<file path="src/rtl/matinv_pkg.sv">
// Shared constants and state encoding for the 5x5 matrix-inverse sequencer.
package matinv_pkg;

    localparam int MATINV_N          = 5;
    localparam int MATINV_NELEM      = MATINV_N * MATINV_N;
    localparam int MATINV_NOUT       = MATINV_NELEM + MATINV_N;
    localparam int MATINV_DW_DEFAULT = 32;

    typedef enum logic [2:0] {
        S_IDLE    = 3'd0,
        S_LOAD    = 3'd1,
        S_SETTLE  = 3'd2,
        S_CAPTURE = 3'd3,
        S_DRAIN   = 3'd4
    } matinv_state_t;

endpackage

</file>
<file path="src/rtl/matinv_out_mux.sv">
// 30:1 result-word select by output index; flags the final word.
module matinv_out_mux
    import matinv_pkg::*;
#(
    parameter int DW = MATINV_DW_DEFAULT
) (
    input  logic [MATINV_NOUT*DW-1:0] res_i,
    input  logic [4:0]                oidx_i,
    output logic [DW-1:0]             word_o,
    output logic                      last_o
);

    always_comb begin
        word_o = '0;
        for (int k = 0; k < MATINV_NOUT; k++) begin
            if (oidx_i == 5'(k)) word_o = res_i[k*DW +: DW];
        end
        last_o = (oidx_i == 5'(MATINV_NOUT - 1));
    end

endmodule

</file>
<file path="src/rtl/matinv_seq.sv">
// Load / settle / capture / drain sequencer around the combinational matrix-inverse datapath.
// Optional zero-pivot flag enabled by defining MATINV_SINGULAR_CHK_EN.
module matinv_seq
    import matinv_pkg::*;
#(
    parameter int DW            = MATINV_DW_DEFAULT,
    parameter int SETTLE_CYCLES = 8
) (
    input  logic                        clk,
    input  logic                        rst_n,
    input  logic                        start,
    input  logic                        abort,
    input  logic                        in_valid,
    output logic                        in_ready,
    input  logic [DW-1:0]               in_data,
    output logic [MATINV_NELEM*DW-1:0]  mat_a,
    input  logic [MATINV_NELEM*DW-1:0]  dp_inv,
    input  logic [MATINV_N*DW-1:0]      dp_pivot,
    output logic                        out_valid,
    input  logic                        out_ready,
    output logic [DW-1:0]               out_data,
    output logic                        out_last,
    output logic                        busy,
    output logic                        done,
    output logic                        singular
);

    matinv_state_t              state_q, state_d;
    logic [4:0]                 idx_q, idx_d;
    logic [4:0]                 oidx_q, oidx_d;
    logic [7:0]                 cnt_q, cnt_d;
    logic                       done_q, done_d;
    logic [MATINV_NELEM*DW-1:0] mat_q;
    logic [MATINV_NOUT*DW-1:0]  res_q;
    logic                       in_hs, out_hs, start_acc, capture;
    logic                       mux_last;

    assign in_hs     = (state_q == S_LOAD) && in_valid && !abort;
    assign out_hs    = (state_q == S_DRAIN) && out_ready && !abort;
    assign start_acc = (state_q == S_IDLE) && start && !abort;
    assign capture   = (state_q == S_CAPTURE) && !abort;

    always_comb begin
        state_d = state_q;
        idx_d   = idx_q;
        oidx_d  = oidx_q;
        cnt_d   = cnt_q;
        done_d  = 1'b0;
        if (abort) begin
            state_d = S_IDLE;
            idx_d   = '0;
            oidx_d  = '0;
            cnt_d   = '0;
        end else begin
            case (state_q)
                S_IDLE: begin
                    if (start) begin
                        state_d = S_LOAD;
                        idx_d   = '0;
                    end
                end
                S_LOAD: begin
                    if (in_valid) begin
                        idx_d = idx_q + 5'd1;
                        if (idx_q == 5'(MATINV_NELEM - 1)) begin
                            state_d = S_SETTLE;
                            cnt_d   = '0;
                        end
                    end
                end
                S_SETTLE: begin
                    if (cnt_q == 8'(SETTLE_CYCLES - 1)) state_d = S_CAPTURE;
                    else                                cnt_d   = cnt_q + 8'd1;
                end
                S_CAPTURE: begin
                    state_d = S_DRAIN;
                    oidx_d  = '0;
                end
                S_DRAIN: begin
                    if (out_ready) begin
                        oidx_d = oidx_q + 5'd1;
                        if (oidx_q == 5'(MATINV_NOUT - 1)) begin
                            state_d = S_IDLE;
                            done_d  = 1'b1;
                        end
                    end
                end
                default: state_d = S_IDLE;
            endcase
        end
    end

    always_ff @(posedge clk or negedge rst_n) begin
        if (!rst_n) begin
            state_q <= S_IDLE;
            idx_q   <= '0;
            oidx_q  <= '0;
            cnt_q   <= '0;
            done_q  <= 1'b0;
        end else begin
            state_q <= state_d;
            idx_q   <= idx_d;
            oidx_q  <= oidx_d;
            cnt_q   <= cnt_d;
            done_q  <= done_d;
        end
    end

    // The matrix bank is frozen outside LOAD so the datapath sees stable inputs through SETTLE.
    always_ff @(posedge clk or negedge rst_n) begin
        if (!rst_n) begin
            mat_q <= '0;
        end else if (in_hs) begin
            for (int k = 0; k < MATINV_NELEM; k++) begin
                if (idx_q == 5'(k)) mat_q[k*DW +: DW] <= in_data;
            end
        end
    end

    always_ff @(posedge clk or negedge rst_n) begin
        if (!rst_n)       res_q <= '0;
        else if (capture) res_q <= {dp_pivot, dp_inv};
    end

`ifdef MATINV_SINGULAR_CHK_EN
    logic sing_q;

    always_ff @(posedge clk or negedge rst_n) begin
        if (!rst_n)         sing_q <= 1'b0;
        else if (start_acc) sing_q <= 1'b0;
        else if (capture)   sing_q <= (dp_pivot[(MATINV_N-1)*DW +: DW] == '0);
    end

    assign singular = sing_q;
`else
    logic unused_start_acc;
    assign unused_start_acc = start_acc;
    assign singular         = 1'b0;
`endif

    matinv_out_mux #(.DW(DW)) u_out_mux (
        .res_i  (res_q),
        .oidx_i (oidx_q),
        .word_o (out_data),
        .last_o (mux_last)
    );

    assign in_ready  = (state_q == S_LOAD);
    assign out_valid = (state_q == S_DRAIN);
    assign out_last  = out_valid && mux_last;
    assign busy      = (state_q != S_IDLE);
    assign done      = done_q;
    assign mat_a     = mat_q;

endmodule

</file>
<file path="config.mk">
export PLATFORM = sky130hd
export DESIGN_NAME = matinv_seq
export DESIGN_NICKNAME = d
export VERILOG_FILES = /design/src/rtl/matinv_pkg.sv /design/src/rtl/matinv_out_mux.sv /design/src/rtl/matinv_seq.sv
export SDC_FILE = /design/constraint.sdc
export NUM_CORES = 2
export LEC_CHECK = 0
export ABC_CLOCK_PERIOD_IN_PS = 6900
export BUFFER_PORTS_ARGS = -buffer_cell sky130_fd_sc_hd__buf_2
export CAP_MARGIN = 20
export CORE_AREA = 2 2 720 722
export DETAILED_ROUTE_END_ITERATION = 16
export DIE_AREA = 0 0 722 724
export PLACE_DENSITY_LB_ADDON = 0.15
export SYNTH_ARGS = -nofsm -noshare
export SYNTH_HDL_FRONTEND = slang
export SYNTH_SLANG_ARGS = --single-unit
</file>
<file path="constraint.sdc">
create_clock -name clk -period 6.9 [get_ports clk]
set_clock_uncertainty 0.15 [all_clocks]
set_input_delay 0.345 -clock clk [delete_from_list [all_inputs] [get_ports clk]]
set_output_delay 0.345 -clock clk [all_outputs]
set_load 0.01 [all_outputs]
</file>
==> results.cfg <==
[global_route]
grt_pass1_vias = 65400
gr-total-overflow = 0
antenna_found_initial = 168
grt_pass1_wl_mm = 601
grt.total_usage_pct = 16.8
grt_max_degree = 174

[floorplanning]
core.rowCount = 264
initial_core_util_pct = 14.6
die-area_sq_mm = 0.523
core_area_sq_mm = 0.515
die_height_microns = 724
num_io_pins = 1836
die_x_microns = 722

[synthesis]
synth_edf_count = 0
seq_area_frac_synth_pct = 59.3
avgSynthCellArea_sq_um = 14.1
synthCells = 5322
yosysUniqueCellTypes = 87
synth_area_leaders = dfrtp_1 59%, mux2_2 26%, buf_2 1.3%
synth_most_common_cell = dfrtp_1
yosys_warnings = 0
syn_area_sq_mm = 0.0752
yosysTopAreaCell = dfrtp_1
ys.flop_type = dfrtp_1
synth_nets = 6331
async_flop_share_pct = 100
synth_seq_cells = 1782
synth_common_cells = 1782 x dfrtp_1, 1738 x mux2_2, 191 x buf_2
yosysTopAreaCellShare_pct = 59.3

[layout]
nFillCells = 55300
final_nets = 9665
drive_above_1_share_pct = 47.8
area_growth_pct = 54.5
multi_input_area_sq_mm = 0.0289
fin_area_sq_mm = 0.116
stdcell_count = 15700
ff_latch_area_sq_mm = 0.0446

[sta]
max_freq_mhz = 162
relSlewSlack_pct = 16.8
setup_viol = 0
rsz0062_at_grt = false
final.period_utilization_pct = 89.6
setup_tns_ns = 0
finalMaxSlewViolations = 0
post-route-min-period_ns = 6.19
hold_viol = 0
worst_pin_slew_ns = 1.25

[clocking]
numCtsBuffers = 229
path_clk_slew_ns = 0.06
post_cts_resized = 0
cts.root.buffer_cell = clkbuf_16
clock-sinks = 1782
cts_max_level = 4
clockBufferDepth = 4
clk_latency_ns = 0.92
cts_tree = done

[placed_design]
port_buffers = 1834
place_area_sq_mm = 0.0926
placed_cells = 13700
hpwl_mm = 352
gp_congestion = 0.908

[drt]
wl_mm = 457
viasPerCell = 3.92
drt-wirelength-per-cell_microns = 29.1
drc_errors = 0
vias = 61600
initialDrtViolationCount = 3939
antenna_left = 0
first_pass_iters = 7

[setup_path]
cp_max_fo = 34
cp.arrival_ns = 5.69
cp-start-kind = register
criticalPathCategory = register to output port
reg2reg_setup_slack_ns = 3.13
required_ns = 6.40
end_kind = output port

[run_status]
run_status = finished clean

[power_and_ir_drop]
swShare_pct = 32.2
ir_worst_vdd_mv = 0.203
p_per_area_mw_per_mm2 = 311
power.net_switching_w = 0.0116
clockPowerShare_pct = 34.8
p_int_w = 0.0245
power.leakage_nw = 54.2
power_frac_comb_pct = 19.2
p_seq_share_pct = 46.0

[flow_run]
drv_cap = 0

[worst_hold_path]
hp-class = input pin to register
## registers in the layout, summed over array words and instances (netlist names)
signal   flops
mat_a      800
oidx_q       5
state_q      3
res_q      960
cnt_q        8
idx_q        5
done         1
## cells in the final DEF (no fill, tap or decap), types with 39 or more instances in the layout
cell and count:
dlygate4sd3_1 1550, a221o_1 58, a22oi_1 68, buf_4 118, o22ai_1 91, o221a_2 39
a21oi_1 85, dfrtp_1 1779, clkbuf_8 52, nor3_1 62, diode_2 72, a221oi_1 54
o21ai_0 102, nor2_1 156, clkbuf_16 230, nand3b_1 42, mux2_2 1738, buf_2 1833
nand2_1 106
## what timing repair did
action,in CTS,in global routing
buffers inserted,0,0
hold endpoints to repair,1509,0
hold buffers,1551,0
## layer usage
metal,vias to the layer above,share of wire [%],track usage [%]
met2,2439,49,29.2
met1,32000,39,19.7
li1,26400,-,-
met4,24,4.8,7.35
met3,701,6.4,3.80
met5,-,0.033,0
## path summary, 6_finish.rpt
path / depth (start not counted) / start / to
worst max-delay path: 11 / oidx_q[0] / out_data[12]
worst min-delay path: 3 / in_data[16] / mat_a[496]
worst max register to register: 6 / state_q[0] / mat_a[188]
worst min register to register: 1 / mat_a[673] / mat_a[673]
max in group asynchronous: 5 / rst_n / res_q[496]
min in group asynchronous: 4 / rst_n / res_q[233]
## power by group through the flow
stage	Sequential (W)	Combinational [W]	Clock [W]
2_1_floorplan	0.0147	0.00361	0
3_3_place_gp	0.0169	0.00622	0
3_5_place_dp	0.0167	0.00629	0
4_1_cts	0.0166	0.00712	0.0130
5_1_grt	0.0168	0.00744	0.0134
6_report	0.0166	0.00695	0.0126
## worst max-delay path: stages (launching register included)
cell,delay (ns)
dfrtp_1,0.49
ha_1,0.49
and3_1,0.27
ha_2,0.16
buf_4,0.27
clkinv_1,0.14
nand2_1,0.62
a221o_1,0.53
a221oi_1,0.38
o41a_1,0.80
o21ai_1,0.31
buf_2,0.22
## metrics by stage
step                utilization, %  setup WS (ns)  total power (W)  hold slack, ns
floorplan                        -           3.50           0.0183          -0.101
global placement              18.0           1.67           0.0231           0.151
detailed placement            18.0           1.53           0.0230           0.167
CTS                           22.5          0.455           0.0367       0.0000111
global route                  22.5          0.530           0.0377          0.0325
finish                        22.5          0.715           0.0361          0.0787
## layout make-up
type	instances	share of cell area [%]
diodes	72	0.155
clock buffers	320	5.69
clock inverters	91	0.986
inverters	23	0.0743
multi-input cells	3094	24.9
flip-flops and latches	1782	38.4
well taps	6783	7.31
repair buffers	3526	22.5
## cells by family (layout without fill, tap and decap cells)
group | Yosys count | count (layout) | synth area share (%)
simple gates | 581 | 581 | 4.05
fa+ha+maj | 11 | 11 | 0.183
xor+xnor | 2 | 2 | 0.0233
flops | 1782 | 1782 | 59.3
buf+inv | 446 | 3960 | 2.69
other cells | 1 | 73 | 0.00499
compound gates | 749 | 749 | 7.54
mux | 1750 | 1750 | 26.2
Power figures use the tool's default switching activity.
